### config.mk
export PLATFORM = sky130hd
export DESIGN_NAME = pipe_ctrl
export DESIGN_NICKNAME = d
export VERILOG_FILES = /design/src/rtl/pipe_ctrl_pkg.sv /design/src/rtl/pipe_ctrl_hazard_detect.sv /design/src/rtl/pipe_ctrl.sv
export SDC_FILE = /design/constraint.sdc
export NUM_CORES = 1
export LEC_CHECK = 0
export ABC_AREA = 0
export BUFFER_PORTS_ARGS = -buffer_cell sky130_fd_sc_hd__buf_2
export CAP_MARGIN = 15
export CORE_AREA = 2 2 51 64
export CTS_CLUSTER_SIZE = 14
export DETAILED_ROUTE_END_ITERATION = 16
export DIE_AREA = 0 0 53 66
export PLACE_DENSITY = 0.71
export SLEW_MARGIN = 10
export SYNTH_ARGS = -nofsm -noshare
export SYNTH_HDL_FRONTEND = slang
export SYNTH_SLANG_ARGS = --single-unit
### constraint.sdc
create_clock -name clk_100M -period 2.23 [get_ports clk_100M]
set_clock_uncertainty 0.05 [all_clocks]
set_input_delay 0.1115 -clock clk_100M [delete_from_list [all_inputs] [get_ports clk_100M]]
set_output_delay 0.1115 -clock clk_100M [all_outputs]
set_load 0.05 [all_outputs]
### src/rtl/pipe_ctrl_pkg.sv
// Shared definitions for the pipeline hazard/stall controller:
// state encoding, memory timeout limit and datapath widths.
package pipe_ctrl_pkg;

   localparam int REG_ADDR_W  = 5;
   localparam int STALL_CNT_W = 16;

   localparam logic [3:0] MEM_TIMEOUT = 4'd15;

   typedef enum logic [1:0] {
      RUN      = 2'd0,
      MEM_WAIT = 2'd1,
      FLUSH2   = 2'd2
   } state_t;

endpackage

### src/rtl/pipe_ctrl_hazard_detect.sv
// Load-use hazard detection: the load in EX writes a register that the
// instruction in ID actually reads. Register x0 never counts as a hazard.
module hazard_detect
   import pipe_ctrl_pkg::*;
(
   input  logic [REG_ADDR_W-1:0] i_rs1Addr,
   input  logic [REG_ADDR_W-1:0] i_rs2Addr,
   input  logic                  i_rs1Used,
   input  logic                  i_rs2Used,
   input  logic                  i_exMemREna,
   input  logic                  i_exRegWEna,
   input  logic [REG_ADDR_W-1:0] i_exRegWAddr,
   output logic                  o_loadUse
);

   logic w_rs1Match;
   logic w_rs2Match;
   logic w_exIsLoadWrite;

   assign w_rs1Match      = i_rs1Used & (i_rs1Addr == i_exRegWAddr);
   assign w_rs2Match      = i_rs2Used & (i_rs2Addr == i_exRegWAddr);
   assign w_exIsLoadWrite = i_exMemREna & i_exRegWEna & (i_exRegWAddr != '0);

   assign o_loadUse = w_exIsLoadWrite & (w_rs1Match | w_rs2Match);

endmodule

### src/rtl/pipe_ctrl.sv
// Pipeline control: memory-wait stalls with timeout, taken-branch flushes
// (two cycles to cover the registered PC redirect) and load-use interlocks.
module pipe_ctrl
   import pipe_ctrl_pkg::*;
(
   input  logic                   clk_100M,
   input  logic                   rst,
   input  logic [REG_ADDR_W-1:0]  id_rs1_addr,
   input  logic [REG_ADDR_W-1:0]  id_rs2_addr,
   input  logic                   id_rs1_used,
   input  logic                   id_rs2_used,
   input  logic                   ex_mem_r_ena,
   input  logic                   ex_reg_w_ena,
   input  logic [REG_ADDR_W-1:0]  ex_reg_w_addr,
   input  logic                   ex_branch_taken,
   input  logic                   mem_req,
   input  logic                   dmem_ack,
   output logic                   hold_pc,
   output logic                   hold_if_id,
   output logic                   hold_id_ex,
   output logic                   hold_ex_mem,
   output logic                   flush_if_id,
   output logic                   flush_id_ex,
   output logic                   mem_err,
   output logic [STALL_CNT_W-1:0] stall_cnt
);

   localparam logic [STALL_CNT_W-1:0] STALL_ONE = {{(STALL_CNT_W-1){1'b0}}, 1'b1};

   state_t                 r_state;
   state_t                 w_nextState;
   logic [3:0]             r_timeout;
   logic [STALL_CNT_W-1:0] r_stallCnt;

   logic w_loadUse;
   logic w_memStall;
   logic w_stallCycle;
   logic w_runRules;
   logic w_holdAll;
   logic w_holdFront;
   logic w_flushIfId;
   logic w_flushIdEx;
   logic w_memErr;

   hazard_detect u_hazardDetect (
      .i_rs1Addr    (id_rs1_addr),
      .i_rs2Addr    (id_rs2_addr),
      .i_rs1Used    (id_rs1_used),
      .i_rs2Used    (id_rs2_used),
      .i_exMemREna  (ex_mem_r_ena),
      .i_exRegWEna  (ex_reg_w_ena),
      .i_exRegWAddr (ex_reg_w_addr),
      .o_loadUse    (w_loadUse)
   );

   assign w_memStall = mem_req & ~dmem_ack;

   always_ff @(posedge clk_100M) begin
      if (rst) begin
         r_state <= RUN;
      end else begin
         r_state <= w_nextState;
      end
   end

   // The stall detection cycle counts as the first waited cycle, so a
   // missing ack gives 15 held cycles followed by the error cycle.
   always_ff @(posedge clk_100M) begin
      if (rst) begin
         r_timeout  <= '0;
         r_stallCnt <= '0;
      end else if (w_stallCycle) begin
         r_timeout <= r_timeout + 4'd1;
         if (r_stallCnt != '1) begin
            r_stallCnt <= r_stallCnt + STALL_ONE;
         end
      end else begin
         r_timeout <= '0;
      end
   end

   always_comb begin
      w_nextState  = r_state;
      w_stallCycle = 1'b0;
      w_runRules   = 1'b0;
      w_holdAll    = 1'b0;
      w_holdFront  = 1'b0;
      w_flushIfId  = 1'b0;
      w_flushIdEx  = 1'b0;
      w_memErr     = 1'b0;

      case (r_state)
         RUN, FLUSH2: begin
            if (w_memStall) begin
               w_holdAll    = 1'b1;
               w_stallCycle = 1'b1;
               w_nextState  = MEM_WAIT;
            end else if (r_state == FLUSH2) begin
               w_flushIfId = 1'b1;
               w_nextState = RUN;
            end else begin
               w_runRules = 1'b1;
            end
         end
         MEM_WAIT: begin
            if (dmem_ack) begin
               w_runRules = 1'b1;
            end else if (r_timeout == MEM_TIMEOUT) begin
               w_memErr    = 1'b1;
               w_nextState = RUN;
            end else begin
               w_holdAll    = 1'b1;
               w_stallCycle = 1'b1;
            end
         end
         default: begin
            w_nextState = RUN;
         end
      endcase

      // Branch outranks load-use; both only act when memory is not stalling.
      if (w_runRules) begin
         if (ex_branch_taken) begin
            w_flushIfId = 1'b1;
            w_flushIdEx = 1'b1;
            w_nextState = FLUSH2;
         end else begin
            w_nextState = RUN;
            if (w_loadUse) begin
               w_holdFront = 1'b1;
               w_flushIdEx = 1'b1;
            end
         end
      end
   end

   assign hold_pc     = ~rst & (w_holdAll | w_holdFront);
   assign hold_if_id  = ~rst & (w_holdAll | w_holdFront);
   assign hold_id_ex  = ~rst & w_holdAll;
   assign hold_ex_mem = ~rst & w_holdAll;
   assign flush_if_id = ~rst & w_flushIfId;
   assign flush_id_ex = ~rst & w_flushIdEx;
   assign mem_err     = ~rst & w_memErr;
   assign stall_cnt   = r_stallCnt;

endmodule

* Word-level counts from Yosys, hierarchy flattened *
Index checks and enable logic that the tools add are counted.

operators by class
  bitwise gates (word level) = 16
  equality and inequality tests = 9
  muxes and demuxes = 28
  reductions and logical operators = 6
  add/sub/neg operators = 2

operators with widths
  operator               number
  $mux 1                 19
  $add 16x1->16 const B  1
  $ne 16x16->1 const B   1
  $mux 2                 6
  $and 1x1->1            11
  $eq 5x5->1             2
  $ne 3x3->1 const B     2
  $reduce_bool 5->1      1
  $add 4x1->4 const B    1
  $eq 4x4->1 const B     1
  $ne 4x4->1 const B     1
  $pmux 1 s2             2
  $pmux 2 s2             1
  $reduce_or 2->1        2
  $not 1->1              3
  $reduce_and 3->1       1
  $eq 2x1->1 const B     1
  $eq 2x2->1 const B     1
  $logic_not 2->1        1
  $or 1x1->1             2
  $reduce_and 2->1       1

storage, ports and cells
  register bits = 22
  input port bits = 24
  output and inout port bits = 23
  logic and storage cells = 64

* Depth between registers and ports, before layout *
Gate-level depths: netlist of run 1.

  depth after elaboration = 9
  mapped depth = 7
  mapped depth without buffers = 6

* Cells and area by module *
A second synthesis of run 1 with hierarchy kept.

second synthesis, totals
  cells, all modules = 165
  area total of the unflattened synthesis = 1417.6 um^2

by module, submodules not included
  module         instances  area each (um^2)  cells an instance  sequential area each (um^2)
  pipe_ctrl      1          1282.5            148                440.4
  hazard_detect  1          135.1             17                 0.0

* Least setup slack after synthesis of run 1 *
Ideal clock, no wire load.

  path type = register to output
  from = reg r_state[1]
  to = out hold_pc
  path slack = -0.230 ns
  cell stages (with the launch flop) = 7
  arrival = 2.298 ns
  path buffers = 1
  data required time = 2.069 ns
  path through = dfxtp_1 -> nor2_1 -> o21ai_0 -> a21oi_1 -> nand4_1 -> o21ai_0 -> buf_4

between the ends
  longest elaborated chain between the ends = 7
  elaborated cells between the ends (all ways) = 11
  those cells by class = eq/ne: 2; mux: 5; bitwise: 2; reduce/logical: 2

RTL lines
  element                 RTL line                          text
  from (decl)             pipe_ctrl.sv:30                   state_t r_state;
  from (signal assigned)  pipe_ctrl.sv:62                   r_state <= w_nextState;
  $eq 2x2->1              pipe_ctrl.sv:92, pipe_ctrl.sv:98
  $mux 1                  pipe_ctrl.sv:98                   end else if (r_state == FLUSH2) begin
  $mux 1                  pipe_ctrl.sv:94                   if (w_memStall) begin
  $pmux 1 s2              pipe_ctrl.sv:92                   case (r_state)
  $mux 1                  pipe_ctrl.sv:122                  if (w_runRules) begin
  $or 1x1->1 (*)          -
  $and 1x1->1 (*)         -
  to (decl)               pipe_ctrl.sv:18                   output logic hold_pc,

Every way passes the cells marked *; elsewhere a longest branch is shown, timed or not.

* Worst setup path after layout of run 1 *
  from = reg r_timeout[0]
  to = out hold_if_id

between the ends
  longest elaborated chain between the ends = 6

RTL lines
  element                 RTL line          text
  from (decl)             pipe_ctrl.sv:32   logic [3:0] r_timeout;
  from (signal assigned)  pipe_ctrl.sv:73   r_timeout <= r_timeout + 4'd1;
  $eq 4x4->1              pipe_ctrl.sv:108  end else if (r_timeout == MEM_TIMEOUT) begin
  $mux 1                  pipe_ctrl.sv:108
  $mux 1                  pipe_ctrl.sv:106  if (dmem_ack) begin
  $pmux 1 s2              pipe_ctrl.sv:92
  $or 1x1->1              pipe_ctrl.sv:138  assign hold_if_id = ~rst & (w_holdAll | w_holdFront);
  $and 1x1->1             pipe_ctrl.sv:138
  to (decl)               pipe_ctrl.sv:19   output logic hold_if_id,

Every way passes these cells.

==> results.sh, run 1 <==
export IMPL_critPathSlowestCell="dfxtp_1"
export IMPL_critical_path_class="flip-flop to output pin"
export IMPL_cap_viol_max_count=0
export IMPL_syn_nets=169
export IMPL_vias_per_cell=5.15
export IMPL_dr_pass1_iters=4
export IMPL_fmax_mhz=475
export IMPL_finalSetupViolations=0
export IMPL_crit_fanout=8
export IMPL_fill_cells=281
export IMPL_ys_ff_latch=22
export IMPL_grt_max_degree=21
export IMPL_grtUsageTotal_pct=17.6
export IMPL_dp_final_hpwl_um=2180
export IMPL_gr_total_overflow=0
export IMPL_regArea_um2=440
export IMPL_numCtsBuffers=3
export IMPL_drive_gt1_share_pct=33.2
export IMPL_critical_path_cell_chain="ha_1 -> nand3_1 -> a2bb2oi_4 -> or2_2 -> o21ai_1 -> buf_2"
export IMPL_outcome="complete, no violations"
export IMPL_p_leak_nw=0.668
export IMPL_yosys_warnings=0
export IMPL_synth_seq_area_share_pct=35.4
export IMPL_cp_slowest_stage_delay_ns=0.35
export IMPL_core_area_um2=2890
export IMPL_rows=22
export IMPL_vdd_drop_max_uv=401
export IMPL_worst_slew_pin_slew_ns=0.374
export IMPL_worstPathRequired_ns=2.07
export IMPL_ctsLongestPathBuffers=2
export IMPL_io_pins=47
export IMPL_hold_viol_final=0
export IMPL_hp_class="primary input to flip-flop"
export IMPL_fin_crit_sh_pct=94.4
export IMPL_crit_path_start_kind="flip-flop"
export IMPL_grt_pass1_vias=1180
export IMPL_clock_sinks=22
export IMPL_num_vias=1163
export IMPL_io_buffers=46
export IMPL_period_minus_slack_ns=2.10
export IMPL_clkSlewWorstSetupHoldPaths_ns=0.12
export IMPL_ys_types=38
export IMPL_powerDensity_nw_per_um2=536
export IMPL_maxSlewViolCount=0
export IMPL_diodes=0
export IMPL_netlist_instances=143
export IMPL_area_growth_pct=28.0
export IMPL_synth_avg_cell_area_um2=8.70
export IMPL_arrival_ns=1.94
export IMPL_antenna_found_initial=0
export IMPL_multiInputGateArea_um2=772
export IMPL_syn_cell_area_um2=1240
export IMPL_insertion_delay_ns=0.31
export IMPL_critical_path_top_delay_family="simple AND/OR/NAND/NOR gates"
export IMPL_wl_per_cell_um=12.2
export IMPL_post_cts_setup_buffers=0
export IMPL_slew_headroom_pct=74.7
export IMPL_start_util_pct=43.0
export IMPL_die_h_um=66
export IMPL_drc=0
export IMPL_drt_total_wl_um=2750
export IMPL_whs_ns=0.0990
export IMPL_grt_first_pass_wirelength_um=4690
export IMPL_drtIter0Drc=12
export IMPL_fin_tns_setup_ns=0
export IMPL_place_gp_congestion=0.724
export IMPL_tritoncts="done"
export IMPL_die_area_um2=3500
export IMPL_drtAntennaViolNets=0
export IMPL_endpoint_kind="output pin"
export IMPL_cts_root_buf="clkbuf_4"
export IMPL_cts_max_level=1
export IMPL_die_x_um=53
export IMPL_crit_buf_inv=1
export IMPL_final_nets=217
==> power breakdown <==
group / switching, mW / total [mW] / internal, mW / leakage (nW)
Clock: 0.125 / 0.307 / 0.182 / 0.0279
Sequential: 0.00842 / 0.408 / 0.399 / 0.178
Combinational: 0.0826 / 0.138 / 0.0552 / 0.463
Total: 0.216 / 0.852 / 0.637 / 0.668
==> metal layers <==
| layer | vias up | share of wire, % | GRT usage, % |
|---|---|---|---|
| met5 | - | 0 | 0 |
| met4 | 0 | 2.1 | 7.69 |
| met3 | 9 | 5.2 | 3.62 |
| met2 | 30 | 54 | 34.1 |
| met1 | 532 | 39 | 17.2 |
| li1 | 592 | - | - |
==> what timing repair did <==
| action | CTS | global route |
|---|---|---|
| setup endpoints to repair | 0 | 4 |
| hold buffers | 1 | 0 |
| gates resized for setup | 0 | 2 |
| hold endpoints to repair | 1 | 0 |
==> stage by stage <==
step	utilization [%]	setup WS [ns]	total power, mW	instance area (um2)	std cells
floorplan	-	0.0491	0.505	1250	143
global placement	52.3	0.360	0.545	1510	221
detailed placement	52.3	0.330	0.549	1510	221
CTS	54.5	0.0364	0.860	1570	226
global route	55.1	-0.00179	0.886	1590	226
finish	55.1	0.126	0.852	1590	226
==> cells in the mapped netlist <==
| master | number | share of area (%) |
|---|---|---|
| dfxtp_1 | 22 | 35 |
| nor2_1 | 22 | 6.6 |
| xnor2_1 | 22 | 15 |
| nand3_1 | 9 | 3.6 |
| nand4_1 | 7 | 3.5 |
| nand2_1 | 6 | 1.8 |
| inv_1 | 5 | 1.5 |
| o21ai_0 | 5 | 2.0 |
| nor3_1 | 4 | 1.6 |
| a21oi_1 | 3 | 1.2 |
| clkbuf_1 | 3 | 0.91 |
| nor4_1 | 3 | 1.5 |
| buf_2 | 2 | 0.80 |
| buf_4 | 2 | 1.2 |
| ha_1 | 2 | 2.0 |
| mux2_1 | 2 | 1.8 |
| nand2b_1 | 2 | 1.0 |
| nor2b_1 | 2 | 1.0 |
| a211oi_1 | 1 | 0.60 |
| a21o_1 | 1 | 0.60 |
| a2bb2oi_2 | 1 | 1.2 |
| and2_1 | 1 | 0.50 |
| and4_1 | 1 | 0.70 |
| mux2i_1 | 1 | 0.80 |
| nand4_2 | 1 | 1.0 |
| nor3_4 | 1 | 1.3 |
| nor3b_1 | 1 | 0.60 |
| nor3b_2 | 1 | 1.0 |
| nor4_2 | 1 | 1.0 |
| nor4_4 | 1 | 1.7 |
| nor4b_1 | 1 | 0.70 |
| nor4b_2 | 1 | 1.2 |
| nor4bb_1 | 1 | 0.80 |
| o22ai_1 | 1 | 0.50 |
| or2_2 | 1 | 0.50 |
| or3_1 | 1 | 0.50 |
| or3_4 | 1 | 0.91 |
| xor2_1 | 1 | 0.70 |
==> flip-flops by register name (all words and copies together), names as in the netlist <==
name,count
stall_cnt,16
r_timeout,4
r_state,2
==> path summary, 6_finish.rpt <==
| check | start | end | slack, ns | cells after the start |
|---|---|---|---|---|
| min reg2reg | r_timeout[0] | r_timeout[0] | 0.42 | 1 |
| max | r_timeout[0] | hold_if_id | 0.13 | 6 |
| min | rst | r_state[1] | 0.1 | 4 |
| max reg2reg | stall_cnt[4] | stall_cnt[15] | 0.32 | 5 |
==> logic make-up (layout without fill, tap and decap cells) <==
logic type,after synthesis,count (layout),synth area share (%)
AO/OA/AOI/OAI,12,12,6.14
XOR/XNOR,23,23,16.2
adder cells (fa/ha/maj),2,2,2.01
buffers and inverters,12,59,4.43
flip-flops,22,22,35.4
multiplexers,3,3,2.62
AND/OR/NAND/NOR,69,69,33.2
==> layout by cell type, fill, tap and decap left out, types with 2 or more instances in the layout <==
| cell | instances |
|---|---|
| buf_2 | 46 |
| nor2_1 | 22 |
| xnor2_1 | 22 |
| dfxtp_1 | 22 |
| nand3_1 | 9 |
| nand4_1 | 7 |
| nand2_1 | 6 |
| inv_1 | 5 |
| o21ai_0 | 4 |
| nor3_1 | 4 |
| a21oi_1 | 3 |
| nor4_1 | 3 |
| clkbuf_4 | 3 |
| buf_4 | 3 |
| nand2b_1 | 2 |
| nor2b_1 | 2 |
| mux2_1 | 2 |
| ha_1 | 2 |
==> layout make-up <==
class	instances	share of cell area [%]
Tap cell	36	2.83
Clock buffer	3	1.42
Timing Repair Buffer	50	16.5
Clock inverter	1	1.89
Sequential cell	22	27.7
Multi-Input combinational cell	109	48.5
Inverter	5	1.18
==> tightest hold or removal path: stages <==
cell and delay (ns):
buf_2 0.09, nor2_1 0.04, o21ai_0 0.13, nor2_1 0.06
(Power assumes the default switching activity.)
==> inputs of run 2 (changes only) <==
Settings changed: CAP_MARGIN 15 to 20, CORE_AREA 2 2 51 64 to 2 2 54 56, DIE_AREA 0 0 53 66 to 0 0 56 58, PLACE_DENSITY 0.71 to 0.77.
==> run 2 against run 1 <==
Effect of this change:
- sequential power is essentially flat
- total power down 16%
- critical endpoint unchanged
- register-to-register slack about the same
- worst setup slack about the same
- maximum frequency barely moved
- global-route usage down 0.22 points
==> results.sh, run 2 (synthesized netlist as in run 1, its figures left out) <==
export IMPL_outcome="complete, no violations"
export IMPL_io_pins=47
export IMPL_die_area_um2=3250
export IMPL_largest_reg_flops=16
export IMPL_ctsHoldBuffers=0
export IMPL_antenna_found_initial=0
export IMPL_fin_crit_sh_pct=94.3
export IMPL_period_minus_slack_ns=2.10
export IMPL_hp_class="primary input to flip-flop"
export IMPL_regArea_um2=440
export IMPL_die_h_um=58
export IMPL_diodes=0
export IMPL_worstPathRequired_ns=2.07
export IMPL_critPathSlowestCell="or2_2"
export IMPL_worst_slew_pin_slew_ns=0.361
export IMPL_critical_path_class="flip-flop to output pin"
export IMPL_cts_resized=0
export IMPL_comb_power_share_pct=18.8
export IMPL_p_int_mw=0.515
export IMPL_dp_cells=215
export IMPL_drive_gt1_share_pct=32.6
export IMPL_rsz0062_at_grt="no"
export IMPL_drtAntennaViolNets=0
export IMPL_grtUsageTotal_pct=17.4
export IMPL_use_met1_pct=18.6
export IMPL_crit_fanout=7
export IMPL_dp_final_hpwl_um=2140
export IMPL_critical_path_cell_chain="ha_1 -> nand3_1 -> a2bb2oi_4 -> or2_2 -> o21ai_1 -> buf_2"
export IMPL_power_frac_seq_pct=56.8
export IMPL_finalPower_mw=0.716
export IMPL_finish_utilization_pct=57.5
export IMPL_final_common_cell="buf_2"
export IMPL_io_buffers=46
export IMPL_clkSlewWorstSetupHoldPaths_ns=0.10
export IMPL_numCtsBuffers=3
export IMPL_clock_sinks=22
export IMPL_slew_headroom_pct=75.7
export IMPL_final_nets=215
export IMPL_stdcell_count=218
export IMPL_post_cts_setup_buffers=0
export IMPL_endpoint_kind="output pin"
export IMPL_drc=0
export IMPL_hold_viol_final=0
export IMPL_vias_per_cell=5.24
export IMPL_fill_cells=254
export IMPL_arrival_ns=1.94
export IMPL_cts_root_buf="clkbuf_4"
export IMPL_vdd_drop_max_uv=553
export IMPL_drtIter0Drc=26
export IMPL_grt_pass1_vias=1113
export IMPL_cp_slowest_stage_delay_ns=0.36
export IMPL_ctsLongestPathBuffers=2
export IMPL_p_leak_nw=0.645
export IMPL_insertion_delay_ns=0.30
export IMPL_final_cell_mix="buf_2 (46), nor2_1 (22), xnor2_1 (22), dfxtp_1 (22), nand3_1 (9)"
export IMPL_drt_total_wl_um=2710
export IMPL_multiInputGateArea_um2=766
export IMPL_top_usage_layer="met2"
export IMPL_gr_total_overflow=0
export IMPL_num_vias=1143
export IMPL_powerDensity_nw_per_um2=468
export IMPL_met2_usage_pct=33.1
export IMPL_fin_tns_setup_ns=0
export IMPL_clock_power_share_pct=24.3
export IMPL_core_area_um2=2660
export IMPL_die_x_um=56
export IMPL_maxSlewViolCount=0
export IMPL_use_met3_pct=5.36
export IMPL_cap_viol_max_count=0
export IMPL_area_growth_pct=23.1
export IMPL_crit_path_start_kind="flip-flop"
export IMPL_place_gp_congestion=0.764
export IMPL_sw_frac_of_total_pct=28.1
export IMPL_fmax_mhz=475
export IMPL_start_util_pct=46.7
export IMPL_grt_first_pass_wirelength_um=4510
export IMPL_rows=19
export IMPL_cts_max_level=1
export IMPL_finalSetupViolations=0
export IMPL_dr_pass1_iters=4
export IMPL_grt_max_degree=22
export IMPL_wl_per_cell_um=12.4
export IMPL_switchingPower_mw=0.202
export IMPL_tritoncts="done"
[run 2: area by class of cell]
class | count | area share, %
multi-input cells | 109 | 50.0
flip-flops and latches | 22 | 28.8
clock buffers | 3 | 1.47
well taps | 31 | 2.53
repair buffers | 48 | 16.0
inverters | 5 | 1.23
[run 2: per-stage QoR]
step / setup slack (ns) / area, um2 / hold WS, ns
finish: 0.126 / 1530 / 0.0292
global route: 0.0156 / 1530 / 0.0212
CTS: 0.0268 / 1520 / 0.0152
detailed placement: 0.346 / 1500 / 0.342
global placement: 0.397 / 1500 / 0.335
floorplan: 0.0491 / 1250 / 0.191
[run 2: routing by layer]
| metal | part of all wire [%] | vias up |
|---|---|---|
| li1 | - | 582 |
| met1 | 43 | 536 |
| met2 | 52 | 23 |
| met3 | 4.5 | 2 |
| met4 | 0.63 | 0 |
| met5 | 0 | - |
[run 2: worst paths after layout]
kind	start	endpoint	slack (ns)	cells past startpoint
setup / recovery	r_timeout[0]	hold_if_id	0.13	6
hold reg to reg	r_timeout[0]	r_timeout[0]	0.42	1
hold / removal	ex_branch_taken	r_state[1]	0.03	3
setup reg to reg	stall_cnt[4]	stall_cnt[15]	0.33	5
[run 2: critical path, delay by kind of cell (launching register included)]
family / cells / cell delay, ns
compound gates: 2 / 0.25
fa+ha+maj: 1 / 0.23
buf+inv: 1 / 0.29
flops: 1 / 0.34
simple gates: 2 / 0.54
[run 2: power by group through the flow]
stage          combinational, mW  sequential, mW  clock, mW
2_1_floorplan             0.0791           0.425          0
3_3_place_gp               0.129           0.415          0
3_5_place_dp               0.132           0.416          0
4_1_cts                    0.133           0.407      0.184
5_1_grt                    0.146           0.409      0.199
6_report                   0.135           0.407      0.174
==> inputs of run 3 (changes only) <==
Settings changed: BUFFER_PORTS_ARGS -buffer_cell sky130_fd_sc_hd__buf_2 to -buffer_cell sky130_fd_sc_hd__clkbuf_2.
==> run 3 against run 2 <==
Effect of this change:
- total power grew 5.9%
- cell area grew 2.0%
- maximum frequency grew 0.27%
- first-iteration DRC count grew 58%
- largest cell class unchanged
==> results.sh, run 3 (synthesized netlist as in run 1, its figures left out) <==
export IMPL_outcome="complete, no violations"
export IMPL_p_leak_nw=0.648
export IMPL_num_vias=1174
export IMPL_finalPower_mw=0.758
export IMPL_drtAntennaViolNets=0
export IMPL_whs_ns=0.118
export IMPL_rows=19
export IMPL_cap_viol_max_count=0
export IMPL_fill_cells=247
export IMPL_dr_pass1_iters=4
export IMPL_diodes=0
export IMPL_die_x_um=56
export IMPL_met2_usage_pct=32.6
export IMPL_stdcell_count=221
export IMPL_clock_sinks=22
export IMPL_use_met1_pct=22.0
export IMPL_cts_root_buf="clkbuf_4"
export IMPL_io_buffers=46
export IMPL_tritoncts="done"
export IMPL_r2r_slack_ns=0.35
export IMPL_gr_total_overflow=0
export IMPL_grt_pass1_vias=1137
export IMPL_r2r_cells=5
export IMPL_die_h_um=58
export IMPL_critPathSlowestCell="dfxtp_1"
export IMPL_top_usage_layer="met2"
export IMPL_final_cell_mix="clkbuf_2 (44), nor2_1 (22), xnor2_1 (22), dfxtp_1 (22), nand3_1 (9)"
export IMPL_crit_fanout=6
export IMPL_clkSlewWorstSetupHoldPaths_ns=0.11
export IMPL_finish_utilization_pct=58.7
export IMPL_wl_per_cell_um=12.5
export IMPL_period_minus_slack_ns=2.10
export IMPL_critical_path_cell_chain="nor3b_2 -> a2bb2oi_4 -> or2_2 -> o21ai_1 -> buf_2"
export IMPL_maxSlewViolCount=0
export IMPL_post_cts_setup_buffers=0
export IMPL_fin_crit_sh_pct=94.1
export IMPL_dp_cells=216
export IMPL_grt_first_pass_wirelength_um=4860
export IMPL_cts_max_level=1
export IMPL_r2r_end="stall_cnt[15]"
export IMPL_fmax_mhz=477
export IMPL_drive_gt1_share_pct=33.2
export IMPL_vias_per_cell=5.31
export IMPL_rsz0062_at_grt="yes"
export IMPL_powerDensity_nw_per_um2=485
export IMPL_dp_final_hpwl_um=2200
export IMPL_crit_path_start_kind="flip-flop"
export IMPL_antenna_found_initial=0
export IMPL_slew_headroom_pct=76.4
export IMPL_endpoint_kind="output pin"
export IMPL_cp_slowest_stage_delay_ns=0.45
export IMPL_area_growth_pct=25.7
export IMPL_worstPathRequired_ns=2.07
export IMPL_r2r_start="stall_cnt[5]"
export IMPL_final_nets=217
export IMPL_drt_total_wl_um=2760
export IMPL_core_area_um2=2660
export IMPL_arrival_ns=1.94
export IMPL_insertion_delay_ns=0.30
export IMPL_fin_tns_setup_ns=0
export IMPL_finalSetupViolations=0
export IMPL_crit_path_end="hold_if_id"
export IMPL_critical_path_class="flip-flop to output pin"
export IMPL_place_gp_congestion=0.754
export IMPL_hold_path_depth=4
export IMPL_crit_start="r_state[0]"
export IMPL_use_met3_pct=4.91
export IMPL_drtIter0Drc=41
export IMPL_start_util_pct=46.7
export IMPL_final_common_cell="clkbuf_2"
export IMPL_worst_slew_pin_slew_ns=0.350
export IMPL_ctsLongestPathBuffers=2
export IMPL_grtUsageTotal_pct=18.9
export IMPL_hp_class="primary input to flip-flop"
export IMPL_die_area_um2=3250
export IMPL_largest_reg_flops=16
export IMPL_multiInputGateArea_um2=766
export IMPL_regArea_um2=440
export IMPL_io_pins=47
export IMPL_drc=0
export IMPL_vdd_drop_max_uv=401
export IMPL_hold_viol_final=0
export IMPL_numCtsBuffers=3
export IMPL_grt_max_degree=21
## run 3: final cells by class
type                       instances  share of cell area, %
inverter                           5                   1.20
multi-input combinational        109                   49.0
timing repair buffer              50                   16.8
clock buffer                       4                   2.32
sequential                        22                   28.2
tap                               31                   2.48
## run 3: worst max-delay path: cells and delay by family, from the launching register on
| family | cells | cell delay (ns) |
|---|---|---|
| compound gates | 2 | 0.25 |
| buf+inv | 1 | 0.28 |
| flops | 1 | 0.45 |
| simple gates | 2 | 0.65 |
## run 3: where the power goes
group          switching, mW  total [mW]  internal, mW
logic                 0.0839       0.138        0.0543
registers            0.00783       0.407         0.399
clock network          0.113       0.213        0.0996
## run 3: worst min-delay path by stage
stage | from | to | slack, ns
final | rst | r_state[1] | 0.12
after global routing | rst | r_state[1] | 0.14
after global placement | ex_branch_taken | r_state[1] | 0.32
after detailed placement | ex_branch_taken | r_state[1] | 0.33
after CTS | rst | r_state[1] | 0.10
after floorplan | ex_branch_taken | r_state[1] | 0.19
## run 3: metal layers
metal  vias up  part of all wire, %
li1        595                    -
met1       542                   42
met2        27                   52
met3        10                  3.6
met4         0                  2.6
met5         -                    0
## run 3: what timing repair did
action,in CTS,in global routing
setup endpoints to repair,0,4
hold buffers,1,0
hold endpoints to repair,1,0
resized for setup,0,3
## run 3: stage by stage
stage	setup WS, ns	instance area [um2]
after global routing	-0.00562	1560
after detailed placement	0.362	1510
final	0.132	1560
after floorplan	0.0491	1250
after CTS	0.0407	1550
after global placement	0.393	1510
